<file path="src/rtl/uart_pkg.sv">
// rtl/uart_pkg.sv - shared encodings and helpers for the oversampling UART receiver
package uart_pkg;

  localparam int OS_DEFAULT = 16;

  typedef enum logic [1:0] {
    PAR_NONE = 2'd0,
    PAR_EVEN = 2'd1,
    PAR_ODD  = 2'd2
  } parity_e;

  typedef enum logic [2:0] {
    IDLE,
    START,
    DATA,
    PARITY,
    STOP,
    BRK_WAIT
  } rx_state_e;

  // Out-of-range word lengths fall back to the common 8-bit frame.
  function automatic logic [3:0] clamp_bits(input logic [3:0] bits, input int max_bits);
    return (bits >= 4'd5 && int'(bits) <= max_bits) ? bits : 4'd8;
  endfunction

endpackage

</file>
<file path="src/rtl/uart_sync.sv">
// rtl/uart_sync.sv - multi-stage input synchroniser, resets to the idle-high line level
module uart_sync #(
  parameter int STAGES = 2
) (
  input  logic clk,
  input  logic rst_n,
  input  logic d,
  output logic q
);

  logic [STAGES-1:0] ff;

  always_ff @(posedge clk or negedge rst_n) begin
    if (!rst_n) begin
      ff <= '1;
    end else begin
      ff[0] <= d;
      for (int i = 1; i < STAGES; i++) ff[i] <= ff[i-1];
    end
  end

  assign q = ff[STAGES-1];

endmodule

</file>
<file path="src/rtl/uart_rx_os.sv">
// rtl/uart_rx_os.sv - oversampling UART receiver, runtime 5..9 data bits, parity, 1/2 stop
module uart_rx_os
  import uart_pkg::*;
#(
  parameter int DATA_W      = 9,
  parameter int OS          = OS_DEFAULT,
  parameter int SYNC_STAGES = 2
) (
  input  logic              clk,
  input  logic              rst_n,
  input  logic              rx,
  input  logic              os_tick,
  input  logic [3:0]        cfg_data_bits,
  input  logic [1:0]        cfg_parity,
  input  logic              cfg_stop2,
  output logic [DATA_W-1:0] rx_data,
  output logic              rx_valid,
  output logic              parity_err,
  output logic              frame_err,
  output logic              break_det,
  output logic              busy
);

  localparam int CW = $clog2(OS);
  localparam logic [CW-1:0] C_LO   = CW'(OS / 2 - 1);
  localparam logic [CW-1:0] C_MID  = CW'(OS / 2);
  localparam logic [CW-1:0] C_VOTE = CW'(OS / 2 + 1);
  localparam logic [CW-1:0] C_LAST = CW'(OS - 1);

  logic                   rxs;
  logic [SYNC_STAGES-1:0] settle;
  rx_state_e              state;
  logic [CW-1:0]          cnt;
  logic [1:0]             smp;
  logic [3:0]             bit_idx, nbits_l;
  parity_e                par_l;
  logic                   stop2_l, stop_idx, armed, par_bad, frm_bad, zero_run;
  logic [DATA_W-1:0]      shreg;
  logic                   vote, at_vote, at_end, last_stop, frame_now, brk_now;

  uart_sync #(.STAGES(SYNC_STAGES)) u_sync (.clk(clk), .rst_n(rst_n), .d(rx), .q(rxs));

  assign vote      = (smp[0] & smp[1]) | (smp[0] & rxs) | (smp[1] & rxs);
  assign at_vote   = (cnt == C_VOTE);
  assign at_end    = (cnt == C_LAST);
  assign last_stop = !stop2_l || stop_idx;
  assign frame_now = frm_bad | ~vote;
  // Break covers everything up to and including the first stop bit.
  assign brk_now   = stop_idx ? zero_run : (zero_run & ~vote);

  // The synchroniser's reset preset would look like an idle line; arming waits until real data has flushed through.
  always_ff @(posedge clk or negedge rst_n) begin
    if (!rst_n) settle <= '0;
    else        settle <= (settle << 1) | SYNC_STAGES'(1);
  end

  always_ff @(posedge clk or negedge rst_n) begin
    if (!rst_n) begin
      state      <= IDLE;
      cnt        <= '0;
      smp        <= '0;
      bit_idx    <= '0;
      nbits_l    <= 4'd8;
      par_l      <= PAR_NONE;
      stop2_l    <= 1'b0;
      stop_idx   <= 1'b0;
      armed      <= 1'b0;
      par_bad    <= 1'b0;
      frm_bad    <= 1'b0;
      zero_run   <= 1'b0;
      shreg      <= '0;
      rx_data    <= '0;
      rx_valid   <= 1'b0;
      parity_err <= 1'b0;
      frame_err  <= 1'b0;
      break_det  <= 1'b0;
      busy       <= 1'b0;
    end else begin
      rx_valid <= 1'b0;
      if (os_tick) begin
        if (state != IDLE && state != BRK_WAIT) cnt <= cnt + 1'b1;
        if (cnt == C_LO)  smp[0] <= rxs;
        if (cnt == C_MID) smp[1] <= rxs;
        case (state)
          IDLE: begin
            if (rxs && settle[SYNC_STAGES-1]) begin
              armed <= 1'b1;
            end else if (!rxs && armed) begin
              state    <= START;
              busy     <= 1'b1;
              cnt      <= '0;
              nbits_l  <= clamp_bits(cfg_data_bits, DATA_W);
              par_l    <= (cfg_parity == 2'd3) ? PAR_NONE : parity_e'(cfg_parity);
              stop2_l  <= cfg_stop2;
              bit_idx  <= '0;
              stop_idx <= 1'b0;
              shreg    <= '0;
              par_bad  <= 1'b0;
              frm_bad  <= 1'b0;
              zero_run <= 1'b1;
            end
          end
          START: begin
            if (at_vote && vote) begin
              state <= IDLE;
              busy  <= 1'b0;
            end else if (at_end) begin
              state <= DATA;
            end
          end
          DATA: begin
            if (at_vote) begin
              shreg    <= shreg | (DATA_W'(vote) << bit_idx);
              zero_run <= zero_run & ~vote;
            end
            if (at_end) begin
              bit_idx <= bit_idx + 4'd1;
              if (bit_idx == nbits_l - 4'd1) state <= (par_l == PAR_NONE) ? STOP : PARITY;
            end
          end
          PARITY: begin
            if (at_vote) begin
              zero_run <= zero_run & ~vote;
              par_bad  <= (vote != ((par_l == PAR_ODD) ? ~^shreg : ^shreg));
            end
            if (at_end) state <= STOP;
          end
          STOP: begin
            if (at_vote) begin
              if (!stop_idx) zero_run <= zero_run & ~vote;
              frm_bad <= frame_now;
              if (last_stop) begin
                rx_data    <= shreg;
                parity_err <= par_bad;
                frame_err  <= frame_now | brk_now;
                break_det  <= brk_now;
                rx_valid   <= 1'b1;
                state      <= brk_now ? BRK_WAIT : IDLE;
                busy       <= brk_now;
              end
            end else if (at_end) begin
              stop_idx <= 1'b1;
            end
          end
          BRK_WAIT: begin
            if (rxs) begin
              state <= IDLE;
              busy  <= 1'b0;
            end
          end
          default: state <= IDLE;
        endcase
      end
    end
  end

endmodule

</file>
<file path="config.mk">
export PLATFORM = sky130hd
export DESIGN_NAME = uart_rx_os
export DESIGN_NICKNAME = d
export VERILOG_FILES = /design/src/rtl/uart_pkg.sv /design/src/rtl/uart_sync.sv /design/src/rtl/uart_rx_os.sv
export SDC_FILE = /design/constraint.sdc
export NUM_CORES = 1
export LEC_CHECK = 0
export CORE_MARGIN = 4
export CORE_UTILIZATION = 35
export CTS_CLUSTER_SIZE = 20
export DETAILED_ROUTE_END_ITERATION = 8
export GPL_TIMING_DRIVEN = 0
export PLACE_DENSITY = 0.62
export SYNTH_ARGS = -nofsm -noshare
export SYNTH_HDL_FRONTEND = slang
export SYNTH_SLANG_ARGS = --single-unit
export TNS_END_PERCENT = 20
</file>
<file path="constraint.sdc">
create_clock -name clk -period 3.6 [get_ports clk]
set_clock_uncertainty 0.1 [all_clocks]
set_input_delay 0.72 -clock clk [delete_from_list [all_inputs] [get_ports clk]]
set_output_delay 0.72 -clock clk [all_outputs]
set_load 0.005 [all_outputs]
</file>
==> impl_results.md <==
* Outcome: completed
* Final min period at 2695 ps
* Reg area at 1305 um2
* Routability Congestion at 0.9389
* Initial Utilization at 0.3617
* Via Count at roughly 2200
* Place WS at slightly above 600 ps
* Post-synth net total at a little under 300
* Critical path's top delay family: buffers and inverters
* Most common cell after layout, fill and taps aside: dfrtp_1
* Num Clock Sinks at between 50 and 60
* Largest stage delay, worst path at 650 ps
* DRT Pass-1 Iters at 4
* # rows at 32
* Global-route wire length before repair at approximately 11 mm
* Yosys warnings at 0
* Final cell count without fillers at approximately 400
* Layout cell share with drive strength beyond 1 at 0.1013
* Hpwl dp at between 4 and 5 mm
* Final WL at about 6.2 mm
* Final ANT Viol Nets at 0
* Post-synth top area share at 0.4387
* Leak pwr at roughly 1.5 nW
* Post-synth EDFFs at 0
* Post-synthesis register bit count at 52
* Total CTS buffers at 5
* Startpoint types: input pin
* Hold buffer count at CTS at 0
* Detailed-route wire length per cell at 15.15 um
* Dpl cell area at approximately 3200 um2
* CP bufs+invs at 2
* Placed insts at 400
* Fin. Hold Viols at 0
* Maximum vdd drop at approximately 0.00023 V
* Worst hold path type: flip-flop to flip-flop
* Slowest library cell on the worst path: a2111oi_0
* Via density at ~5.3
* Root buffer cell: clkbuf_8
* Mean area per synthesized cell at just over 10 um2
* Final Cell Area at ~3300 um2
* CTS clk-pin slew, worst paths at approximately 90 ps
* Clock Path Buffers at 2
* Cell variety after synth at 64
* Worst hold slack at 260.5 ps
* Core area at between 7000 and 8000 um2
* CP Data Arrival Time at 2830 ps
* Grt total ovfl at 0
* Setup TNS at 0 ps
* Die area at 9480 um2
* Post-CTS sizing at 0
* Period utilisation layout at 0.7487
* Post-Syn Instances at ~270
* Worst Tran Pin Value at between 900 and 1000 ps
* CTS tree: done
* Final setup margin at 904.8 ps
* Crit path required time at 3740 ps
* Top post-synthesis cells by area: dfrtp_1 44%, mux2_2 3.2%, xnor2_1 3.1%
* Multi-input logic area at approximately 1400 um2
* Critical path cell sequence: clkdlybuf4s50_1, clkbuf_1, o31ai_1, a2111oi_0, mux2i_1
* Max Clk Rate at ~370 MHz
* Antenna diodes at 0
* # H-tree levels at 2
* All-Layer GR Usage at 0.1366
* R2r setup slk at 1120 ps
* Clock Latency Late Sink at a little over 300 ps
* Power density over the cells at about 650 nW/um2
* Slew HR at 0.3848
* Finish-stage setup viols at 0
* Drt drc at 0
* Largest area contributor in the netlist: dfrtp_1
* Pin count of the biggest net entering global routing at 28
* Mapped Area at about 2800 um2
* Die height at approximately 100 um
* Die Wd at 97.37 um
* Initial antenna violation count at 0
* Sequential fraction of the synthesis area at 0.4669
* I/O pin cnt at 25
* Asr flop ratio synth at 1.000
* Final Net Count at between 300 and 400
* FILL cells at between 700 and 800
* Port Buffers at 24
* Area grow syn2layout at 17.68%
* Most frequent cells in the layout: 49 x dfrtp_1, 23 x nand2_1, 23 x clkdlybuf4s50_1
* CP max FO at 10
* Maxcap violations at 0
* Vias in the first global route at 2238
* Setup crit end kind: flip-flop
* Total power at about 2.1 mW
* Final Util at 0.4257
* Critical path class: input pin to flip-flop
* Post-CTS Setup Bufs at 0
* RSZ-0062 raised after global routing: false
* Number of DRC markers in iteration 0 at 211
* Main synth FF type: dfrtp_1
* Max Slew Vio Count at 0
## routing by layer
layer | track usage | vias up | wire length, um
met3 | 0.02943 | 9 | 320
met5 | 0 | - | 0
met1 | 0.1866 | 1047 | 2953
met4 | 0.03834 | 0 | 73
met2 | 0.2188 | 60 | 2836
li1 | - | 1057 | -
## cell type report
type / count / area share
multi-input cells: 190 / 0.4123
flip-flops and latches: 52 / 0.3967
repair buffers: 25 / 0.07760
well taps: 102 / 0.03880
plain buffers: 18 / 0.02587
clock buffers: 6 / 0.02206
inverters: 13 / 0.01483
clock inverters: 2 / 0.01179
## worst register-to-register path, delay by kind of cell, from the launching register on
kind	cells	cell delay, ps
simple gates	3	1070
flops	1	430
compound gates	1	100
buf+inv	2	710
## worst paths after layout
path / from / to / depth (start not counted)
max reg2reg: state[1] / nbits_l[1] / 6
min reg2reg: u_sync.ff[0] / u_sync.ff[1] / 0
max in group asynchronous: rst_n / busy / 2
min in group asynchronous: rst_n / shreg[5] / 1
min: u_sync.ff[0] / u_sync.ff[1] / 0
max: os_tick / busy / 5
## synth_stat cells (all sizes together) (3+ instances only)
master,count
o31ai,4
nor3,6
nor2,19
inv,13
mux2,11
clkbuf,14
xor2,5
buf,4
a21oi,10
and3,3
mux2i,3
nor2b,6
a41oi,6
dfrtp,49
a31oi,7
nand3b,3
a211oi,3
nor3b,3
nand3,6
o211ai,3
ha,5
nand2,23
dfstp,3
xnor2,10
and3b,3
o21ai,9
## kinds of logic (layout without fill, tap and decap cells)
logic type,after synthesis,after routing,synth area share
simple gates,87,87,0.1652
other cells,1,1,0.001342
mux,14,14,0.05909
compound gates,65,65,0.1705
flops,52,52,0.4669
buf+inv,31,64,0.04789
fa+ha+maj,6,6,0.02596
xor+xnor,17,17,0.06311
## power by group
group	internal [mW]	leakage [nW]	switching, mW	total [mW]
sequential	0.710	0.673	0.0950	0.805
clock	0.210	0.0558	0.199	0.410
combinational	0.389	0.733	0.544	0.932
## flip-flops by register name, summed over array words and instances, names as in the netlist, 2 cells and up
register and flops:
nbits_l 4, par_l 2, settle 2, u_sync.ff 2, smp 2, cnt 4, bit_idx 4, rx_data 9
state 3, shreg 9
Note: power is estimated with default switching activity, not from simulation.
